--- src/rtl/tff_seq_pkg.sv ---
// Shared definitions for the T flip-flop counter sequencer: state codes, direction/mode
// constants and the per-bit count toggle function.
package tff_seq_pkg;

    typedef logic [1:0] state_t;

    localparam state_t IDLE = 2'd0;
    localparam state_t RUN  = 2'd1;
    localparam state_t HOLD = 2'd2;
    localparam state_t DONE = 2'd3;

    localparam logic UP       = 1'b1;
    localparam logic DOWN     = 1'b0;
    localparam logic ONE_SHOT = 1'b0;
    localparam logic PERIODIC = 1'b1;

    // Bit idx toggles when every lower bit is 1 (counting up) or 0 (counting down).
    function automatic logic count_toggle(input logic [31:0] q, input int idx, input logic up);
        logic all_match;
        all_match = 1'b1;
        for (int j = 0; j < 32; j++) begin
            if (j < idx) begin
                all_match = all_match & (up ? q[j] : ~q[j]);
            end
        end
        return all_match;
    endfunction

endpackage

--- src/rtl/tff_sync_rst.sv ---
// Single T flip-flop with synchronous active-high reset.
module tff_sync_rst (
    input  logic clk,
    input  logic rst,
    input  logic t,
    output logic q
);

    always_ff @(posedge clk) begin
        if (rst) begin
            q <= 1'b0;
        end else if (t) begin
            q <= ~q;
        end
    end

endmodule

--- src/rtl/tff_count_seq.sv ---
// Start/stop/done sequencer driving a bank of T flip-flops as an up/down counter; every
// change to q, including loads and periodic reloads, is made by toggling q ^ target.
module tff_count_seq
    import tff_seq_pkg::*;
#(
    parameter int unsigned WIDTH = 4
) (
    input  logic             clk,
    input  logic             rst,
    input  logic             start,
    input  logic             stop,
    input  logic             load_en,
    input  logic [WIDTH-1:0] load_val,
    input  logic             up_dn,
    input  logic             mode,
    input  logic [WIDTH-1:0] limit,
    output logic [WIDTH-1:0] t_vec,
    output logic [WIDTH-1:0] q,
    output logic             busy,
    output logic             done,
    output logic             tick
);

    state_t           state_q, state_d;
    logic [WIDTH-1:0] base_q, base_d;
    logic             tick_q, tick_d;
    logic [WIDTH-1:0] cnt_t;

    always_comb begin
        cnt_t = '0;
        for (int i = 0; i < WIDTH; i++) begin
            cnt_t[i] = count_toggle(32'(q), i, up_dn == UP);
        end
    end

    // stop outranks load_en and start in every state.
    always_comb begin
        state_d = state_q;
        base_d  = base_q;
        tick_d  = 1'b0;
        t_vec   = '0;
        unique case (state_q)
            IDLE: begin
                if (!stop) begin
                    if (load_en) begin
                        t_vec  = q ^ load_val;
                        base_d = load_val;
                    end else if (start) begin
                        state_d = RUN;
                    end
                end
            end
            RUN: begin
                if (stop) begin
                    state_d = HOLD;
                end else if (q == limit) begin
                    if (mode == ONE_SHOT) begin
                        state_d = DONE;
                    end else begin
                        t_vec  = q ^ base_q;
                        tick_d = 1'b1;
                    end
                end else begin
                    t_vec = cnt_t;
                end
            end
            HOLD: begin
                if (stop) begin
                    state_d = IDLE;
                end else if (start) begin
                    state_d = RUN;
                end
            end
            DONE: begin
                state_d = IDLE;
            end
            default: begin
                state_d = IDLE;
            end
        endcase
        if (rst) begin
            t_vec = '0;
        end
    end

    always_ff @(posedge clk) begin
        if (rst) begin
            state_q <= IDLE;
            base_q  <= '0;
            tick_q  <= 1'b0;
        end else begin
            state_q <= state_d;
            base_q  <= base_d;
            tick_q  <= tick_d;
        end
    end

    for (genvar i = 0; i < WIDTH; i++) begin : g_bank
        tff_sync_rst u_tff (
            .clk (clk),
            .rst (rst),
            .t   (t_vec[i]),
            .q   (q[i])
        );
    end

    assign busy = (state_q == RUN) || (state_q == HOLD);
    assign done = (state_q == DONE);
    assign tick = tick_q;

endmodule
--- config.mk ---
export PLATFORM = sky130hd
export DESIGN_NAME = tff_count_seq
export DESIGN_NICKNAME = d
export VERILOG_FILES = /design/src/rtl/tff_seq_pkg.sv /design/src/rtl/tff_sync_rst.sv /design/src/rtl/tff_count_seq.sv
export SDC_FILE = /design/constraint.sdc
export NUM_CORES = 1
export LEC_CHECK = 0
export CAP_MARGIN = 30
export CORE_MARGIN = 1
export CORE_UTILIZATION = 30
export DETAILED_ROUTE_END_ITERATION = 8
export DONT_BUFFER_PORTS = 1
export PLACE_DENSITY = 0.42
export REMOVE_ABC_BUFFERS = 1
export SKIP_CTS_REPAIR_TIMING = 1
export SLEW_MARGIN = 0
export SYNTH_ARGS = -nofsm -noshare
export SYNTH_HDL_FRONTEND = slang
export SYNTH_SLANG_ARGS = --single-unit
--- constraint.sdc ---
create_clock -name clk -period 2.9 [get_ports clk]
set_clock_uncertainty 0.1 [all_clocks]
set_input_delay 0.58 -clock clk [delete_from_list [all_inputs] [get_ports clk]]
set_output_delay 0.58 -clock clk [all_outputs]
set_load 0.05 [all_outputs]
# Word-level counts from Yosys, hierarchy flattened
# Cells that the tools add are included.
[word_totals] out_inout_bits=11 wordCells=50 inputBits=15 register_bits=11
[op_classes] n_eq_ne=8 muxes=19 bitwise_logic=11 reduce_logical=5
[ops] operator="$mux W4" count=6
[ops] operator="$mux W2" count=7
[ops] operator="$pmux W2 S4" count=1
[ops] operator="$pmux W4 S2" count=1
[ops] operator="$xor A4 B4 Y4" count=2
[ops] operator="$not A1 Y1" count=7
[ops] operator="$ne A3 B3 Y1 const B" count=2
[ops] operator="$eq A2 B2 Y1 const B" count=2
[ops] operator="$eq A4 B4 Y1" count=1
[ops] operator="$mux W1" count=4
[ops] operator="$ne A2 B2 Y1 const B" count=2
[ops] operator="$reduce_and A4 Y1" count=1
[ops] operator="$reduce_or A4 Y1" count=1
[ops] operator="$reduce_and A3 Y1" count=1
[ops] operator="$and A1 B1 Y1" count=2
[ops] operator="$eq A2 B1 Y1 const B" count=1
[ops] operator="$logic_not A2 Y1" count=1
[ops] operator="$logic_or A1 B1 Y1" count=1

# Logic depth before layout (Yosys ltp)
# Gate-level depths: netlist of the first run.
[depth] word_depth=8 ltp_mapped=7 mapped_depth_nobuf=7

# By module
# A second synthesis of the first run with hierarchy kept.
[hier_totals] hier_cells=92 hier_area_um2=814.5
[by_module_without_submodules] mod="tff_count_seq" cells_each=80 area_each_um2=684.4 instances=1 seq_area_each_um2=140.1
[by_module_without_submodules] mod="tff_sync_rst" cells_each=3 area_each_um2=32.5 instances=4 seq_area_each_um2=20.0

# Worst setup path after synthesis of the first run
# OpenSTA, ideal clock, no wires.
[synth_path] path_kind="input to output" from="input port limit[1]" to="output port t_vec[1]" setup_slack_ps=466 required_ps=2220 arrival_ps=1754 n_path_buf=1 path_stages=5 path_cell_list="xor2_2 > nor4_4 > mux2i_1 > a21oi_1 > buf_4"
[synth_between] elab_chain_cells=5
[synth_lines] item="start: declaration" line_no="tff_count_seq.sv:16" source="input logic [WIDTH-1:0] limit,"
[synth_lines] item="$eq A4 B4 Y1" line_no="tff_count_seq.sv:56" source="end else if (q == limit) begin"
[synth_lines] item="$mux W4" line_no="tff_count_seq.sv:56"
[synth_lines] item="$mux W4" line_no="tff_count_seq.sv:54" source="if (stop) begin"
[synth_lines] item="$pmux W4 S2" line_no="tff_count_seq.sv:42" source="unique case (state_q)"
[synth_lines] item="$mux W4" line_no="tff_count_seq.sv:81" source="if (rst) begin"
[synth_lines] item="end: declaration" line_no="tff_count_seq.sv:17" source="output logic [WIDTH-1:0] t_vec,"
# No other way between the ends.

# Worst setup path in the final report of the first run
[layout_path] from="register state_q[0]" to="output port t_vec[1]"
[layout_between] elab_chain_cells=3 word_cells_on_any_way=4 classes_between="eq/ne (1); mux (2); reduce/logical (1)"
[layout_lines] item="start: declaration" line_no="tff_count_seq.sv:24" source="state_t state_q, state_d;"
[layout_lines] item="start signal: assignment" line_no="tff_count_seq.sv:92" source="state_q <= state_d;"
[layout_lines] item="$eq A2 B1 Y1 / $logic_not A2 Y1 (equally long branches)" line_no="tff_count_seq.sv:42"
[layout_lines] item="$pmux W4 S2 (*)" line_no="tff_count_seq.sv:42"
[layout_lines] item="$mux W4 (*)" line_no="tff_count_seq.sv:81"
# Mark *: on every way between the ends. The rest lies on a longest branch, timed or not.

==> results.md, run 1 <==
- Status: completed
- Placed inst area: 958 um^2
- Die H: 58.2 um
- First drt pass iteration count: 4
- Seq/Total Area, Yosys: 23.3%
- Core area: 3030 um^2
- Most common cell after layout, fill and taps aside: a21oi_1
- DRC viols: 0
- Syn_area_per_cell: 7.88 um^2
- Die X-Extent: 58.2 um
- Root Buffer: clkbuf_4
- Synthesis-stage register bit count: 11
- Cell area power density: 521 nW/um^2
- Final cell count without fillers: 164
- Site Rows: 20
- Post-layout util: 32.6%
- Num Clock Sinks: 11
- Sequential power share: 35.4%
- Final setup violation count: 0
- Cell Int Power: 294 uW
- Setup ws final: 239 ps
- Clk pwr share: 21.9%
- Leakage Power: 0.000383 uW
- Layout Cell Area excl Fill: 986 um^2
- Max Clock Freq: 0.376 GHz
- GPL Wtd Cong: 0.734
- Max IR drop VDD: 0.157 mV
- DRT iter0 DRCs: 35
- Switch share: 42.8%
- Register area: 220 um^2
- Clock Path Buffers: 2
- Post-synth EDFFs: 0
- Crit end category: output port
- Clk slew on worst S/H paths: 90 ps
- Die area: 3380 um^2
- Routed Antenna Nets: 0
- Drt wl/cell: 12.4 um
- Dpl ws: 384 ps
- Largest net degree at the start of global routing: 13
- Comb power frac: 42.7%
- Critical path arrival: 1980 ps
- Hold WC Path Type: input pin to register
- Startpoint types: register
- CTS tree: done
- Post-Place Cells: 160
- Slew @ Worst Pin: 489 ps
- RSZ-0062 raised after global routing: false
- Fin crit share: 91.8%
- Area Growth Syn to Fin: 4.23%
- Num CTS Buffers: 3
- Max-slew headroom: 67.5%
- Top_reg_cell synth: dfxtp_1
- Top-Level Pins: 26
- Antenna violations before repair: 0
- Max-cap violations: 0
- Diodes inserted: 0
- Multi-input logic area: 586 um^2
- Yosys cell types: 33
- Gr ovfl total: 0
- Final net count: 140
- Clock period minus worst slack: 2660 ps
- Port Buffers: 0
- Overall routed net length: 2.03 mm
- Yosys warns: 0
- Most frequent cells in the layout: 15 x a21oi_1, 12 x nand2_1, 11 x dfxtp_1, 10 x buf_4
- First-pass GRT wire length: 3.18 mm
- WHS: 258 ps
- Clk_lat worst skew: 280 ps
- Sw Pwr: 220 uW
- Vias per inst: 4.82
- Critical path type: register to output port
- Vias in the first global route: 679
- Post-Syn Instances: 120
- Req. time, crit path: 2220 ps
- Share of layout cells above drive strength 1: 15.0%
- Mapped cell area: 946 um^2
- Fillers: 343
- Final slew viol count: 0
- Post-synth ARST share: 0%
- Vias: 790
- Post-DP HPWL: 1.57 mm
- Initial Utilization: 31.2%
- Final hold violations: 0
- GRT Util Overall: 12.8%
- Worst-path fanout max: 11
- H-tree depth: 1
==> critical path, stage by stage, from the launching register on <==
cell and delay (ps):
dfxtp_1 350, inv_1 110, ha_1 270, and3_1 470, nand2_1 90, a21oi_1 190
buf_4 220
==> Yosys cell counts, types with 4 or more instances <==
cell type	instances	area, um^2
o21ai_0	6	30.0
nand2_1	12	45.0
nor2_1	9	33.8
inv_1	6	22.5
ha_1	4	50.1
buf_4	10	75.1
dfxtp_1	11	220
xor2_1	9	78.8
a21oi_1	15	75.1
==> registers in the layout, summed over array words and instances, names as in the netlist <==
signal / cells
base_q: 4
g_bank.u_tff.q: 4
state_q: 2
tick: 1
==> layout make-up <==
class	count	share of cell area [%]
Timing Repair Buffer	10	7.61
Multi-Input combinational cell	89	59.4
Clock buffer	3	2.28
Tap cell	44	5.58
Inverter	6	2.28
Sequential cell	11	22.3
Clock inverter	1	0.508
==> cell families (layout without fill, tap and decap cells) <==
family / after synthesis / in the layout / share of synthesized area, %
simple gates: 39 / 39 / 22.4
mux: 3 / 3 / 3.17
flops: 11 / 11 / 23.3
compound gates: 30 / 30 / 18.3
buf+inv: 20 / 20 / 14.8
fa+ha+maj: 4 / 4 / 5.29
xor+xnor: 13 / 13 / 12.8
==> path summary, 6_finish.rpt <==
kind,from,end,cells past startpoint,slack (ps)
max,state_q[0],t_vec[1],6,240
min,rst,base_q[0],1,260
max reg2reg,g_bank[0].u_tff.q,state_q[1],6,900
min reg2reg,base_q[2],base_q[2],2,370
==> stage by stage <==
stage                     setup TNS [ps]  total power (uW)
after floorplan                     -517               356
after global placement                 0               405
after detailed placement               0               407
after CTS                              0               521
after global routing                   0               545
final                                  0               514
==> routing by layer <==
| metal | GRT usage [%] | up-vias | part of all wire [%] |
|---|---|---|---|
| met3 | 4.91 | 2 | 7.2 |
| met2 | 19.0 | 21 | 45 |
| met1 | 16.1 | 355 | 47 |
| li1 | - | 412 | - |
| met5 | 0 | - | 0 |
| met4 | 6.12 | 0 | 0.79 |
==> power by group through the flow <==
stage / clock network (uW) / logic, uW / registers [uW]
finish: 112 / 220 / 182
global route: 123 / 238 / 184
CTS: 118 / 221 / 182
detailed placement: 0 / 221 / 186
global placement: 0 / 220 / 185
floorplan: 0 / 144 / 212
No activity file was read; power rests on OpenSTA's default activity.
==> run 2: changes to the inputs <==
--- a/config.mk
+++ b/config.mk
@@ -11,6 +11,7 @@
 export DETAILED_ROUTE_END_ITERATION = 8
 export DONT_BUFFER_PORTS = 1
 export PLACE_DENSITY = 0.42
+export RECOVER_POWER = 50
 export REMOVE_ABC_BUFFERS = 1
 export SKIP_CTS_REPAIR_TIMING = 1
 export SLEW_MARGIN = 0
==> results.md, run 2 (synthesis results as in run 1) <==
- Status: completed
- CP startpoint: g_bank[3].u_tff.q
- Antenna violations before repair: 0 (unchanged)
- Num Clock Sinks: 11 (unchanged)
- Comb power frac: 42.5% (-0.2 points)
- Port Buffers: 0 (unchanged)
- Root Buffer: clkbuf_4
- Critical path arrival: 2050 ps (+70 ps)
- Num CTS Buffers: 3 (unchanged)
- Site Rows: 20 (unchanged)
- Share of layout cells above drive strength 1: 13.3% (-1.7 points)
- Startpoint types: register
- Clock period minus worst slack: 2730 ps (+73.4 ps)
- Clk_lat worst skew: 280 ps (about the same)
- Clk slew on worst S/H paths: 90 ps (about the same)
- Fin crit share: 94.3% (+2.5 points)
- Clk pwr share: 21.8% (about the same)
- Vias: 794 (+0.51%)
- Die X-Extent: 58.2 um (unchanged)
- Max Clock Freq: 0.366 GHz (-2.7%)
- Leakage Power: 0.000374 uW (-2.2%)
- Biggest regs: base_q x4, g_bank.u_tff.q x4, state_q x2
- Multi-input logic area: 586 um^2 (unchanged)
- Register area: 220 um^2 (unchanged)
- Hold WC Path Type: input pin to register
- Overall routed net length: 2.03 mm (about the same)
- RSZ-0062 raised after global routing: false
- Reg2reg setup slack: 900 ps (about the same)
- Top Family by Delay on Critical Path: buffers and inverters
- DRC viols: 0 (unchanged)
- Vias per inst: 4.84 (+0.51%)
- Vias in the first global route: 679 (unchanged)
- Dpl ws: 384 ps (unchanged)
- Post-DP HPWL: 1.57 mm (unchanged)
- GPL Wtd Cong: 0.734 (unchanged)
- Drt wl/cell: 12.4 um (about the same)
- Final hold violations: 0 (unchanged)
- Clock Path Buffers: 2 (unchanged)
- Crit end category: output port
- Core area: 3030 um^2 (unchanged)
- Cell Int Power: 292 uW (-0.83%)
- CTS tree: done
- Switch share: 42.9% (+0.056 points)
- DRT iter0 DRCs: 35 (unchanged)
- Setup ws final: 165 ps (-73.4 ps)
- Largest net degree at the start of global routing: 13 (unchanged)
- Req. time, crit path: 2220 ps (about the same)
- Most common cell after layout, fill and taps aside: a21oi_1
- Diodes inserted: 0 (unchanged)
- H-tree depth: 1 (unchanged)
- Hold Crit Depth: 1 (unchanged)
- Critical path type: register to output port
- Slowest stage delay, CP: 620 ps (+150 ps)
- Worst-path fanout max: 6 (-5)
- Sw Pwr: 219 uW (-0.60%)
- Routed Antenna Nets: 0 (unchanged)
- Hold Startpoint: rst
- Worst reg2reg endpoint: state_q[1]
- Die H: 58.2 um (unchanged)
- Reg2reg start: g_bank[0].u_tff.q
- Final net count: 140 (unchanged)
- Final slew viol count: 0 (unchanged)
- WHS Endpoint: base_q[0]
- Crit path max-delay cell type: clkbuf_1
- Sequential power share: 35.6% (+0.2 points)
- Design Power: 510 uW (-0.73%)
- Buf/Inv on CP: 2 (unchanged)
- Gr ovfl total: 0 (unchanged)
- Max IR drop VDD: 0.157 mV (-0.20%)
- First drt pass iteration count: 4 (unchanged)
- Final setup violation count: 0 (unchanged)
- Reg2Reg Depth: 6 (unchanged)
- Die area: 3380 um^2 (unchanged)
- Cell breakdown of the critical path: clkbuf_1, xnor2_1, nor2_1, mux2i_1, a21oi_1, buf_4
- GRT Util Overall: 12.8% (unchanged)
- Cell area power density: 522 nW/um^2 (about the same)
- Max-slew headroom: 46.2% (-21 points)
- Max-cap violations: 0 (unchanged)
- Most frequent cells in the layout: 15 x a21oi_1, 12 x nand2_1, 11 x dfxtp_1, 9 x xor2_1, 9 x nor2_1
- First-pass GRT wire length: 3.18 mm (unchanged)
- Area Growth Syn to Fin: 3.44%
- Slew @ Worst Pin: 807 ps (+319 ps)
- Fillers: 342 (-0.29%)
- Top-Level Pins: 26 (unchanged)
- Initial Utilization: 31.2% (unchanged)
run 2: cell types whose count changed in the layout (fill, tap and decap cells not counted), sizes merged:
| cell | previous run | this run |
|---|---|---|
| buf | 10 | 8 |
| clkbuf | 3 | 5 |
run 2: area by class of cell:
type                    instances  area share [%]
multi-input cells              89            59.8
flip-flops and latches         11            22.5
repair buffers                 10            6.91
well taps                      44            5.63
clock buffers                   3            2.30
inverters                       6            2.30
clock inverters                 1           0.512
run 2: power by group through the flow:
stage / Combinational [uW] / Sequential (uW) / Clock (uW)
floorplan: 144 / 212 / 0
global placement: 220 / 185 / 0
detailed placement: 221 / 186 / 0
CTS: 221 / 182 / 118
global route: 236 / 184 / 123
finish: 217 / 182 / 111
run 2: layer usage:
metal / vias to the layer above / share of wire [%] / GRT usage (%)
met1: 360 / 47 / 16.1
met5: - / 0 / 0
met2: 20 / 45 / 19.0
met3: 2 / 7.2 / 4.91
li1: 412 / - / -
met4: 0 / 0.79 / 6.12
run 2: through the flow:
stage / hold WS [ps] / cells / instance area, um^2 / utilization, % / setup TNS (ps)
global route: 237 / 164 / 978 / 32.3 / 0
finish: 258 / 164 / 978 / 32.3 / 0
CTS: 244 / 164 / 986 / 32.6 / 0
detailed placement: 357 / 160 / 958 / 31.7 / 0
global placement: 353 / 160 / 958 / 31.7 / 0
floorplan: 342 / 106 / 828 / - / -517
run 2: worst register-to-register path: stages, from the launching register on:
cell	delay [ps]
dfxtp_1	460
xor2_1	140
nor4_4	410
buf_4	190
a21oi_1	100
or3_1	380
a21oi_1	160
run 2: worst max path at each step:
stage | end | cells after the start
final | t_vec[3] | 6
after global routing | t_vec[3] | 6
after CTS | t_vec[1] | 5
after detailed placement | t_vec[1] | 5
after global placement | t_vec[1] | 5
after floorplan | t_vec[1] | 4
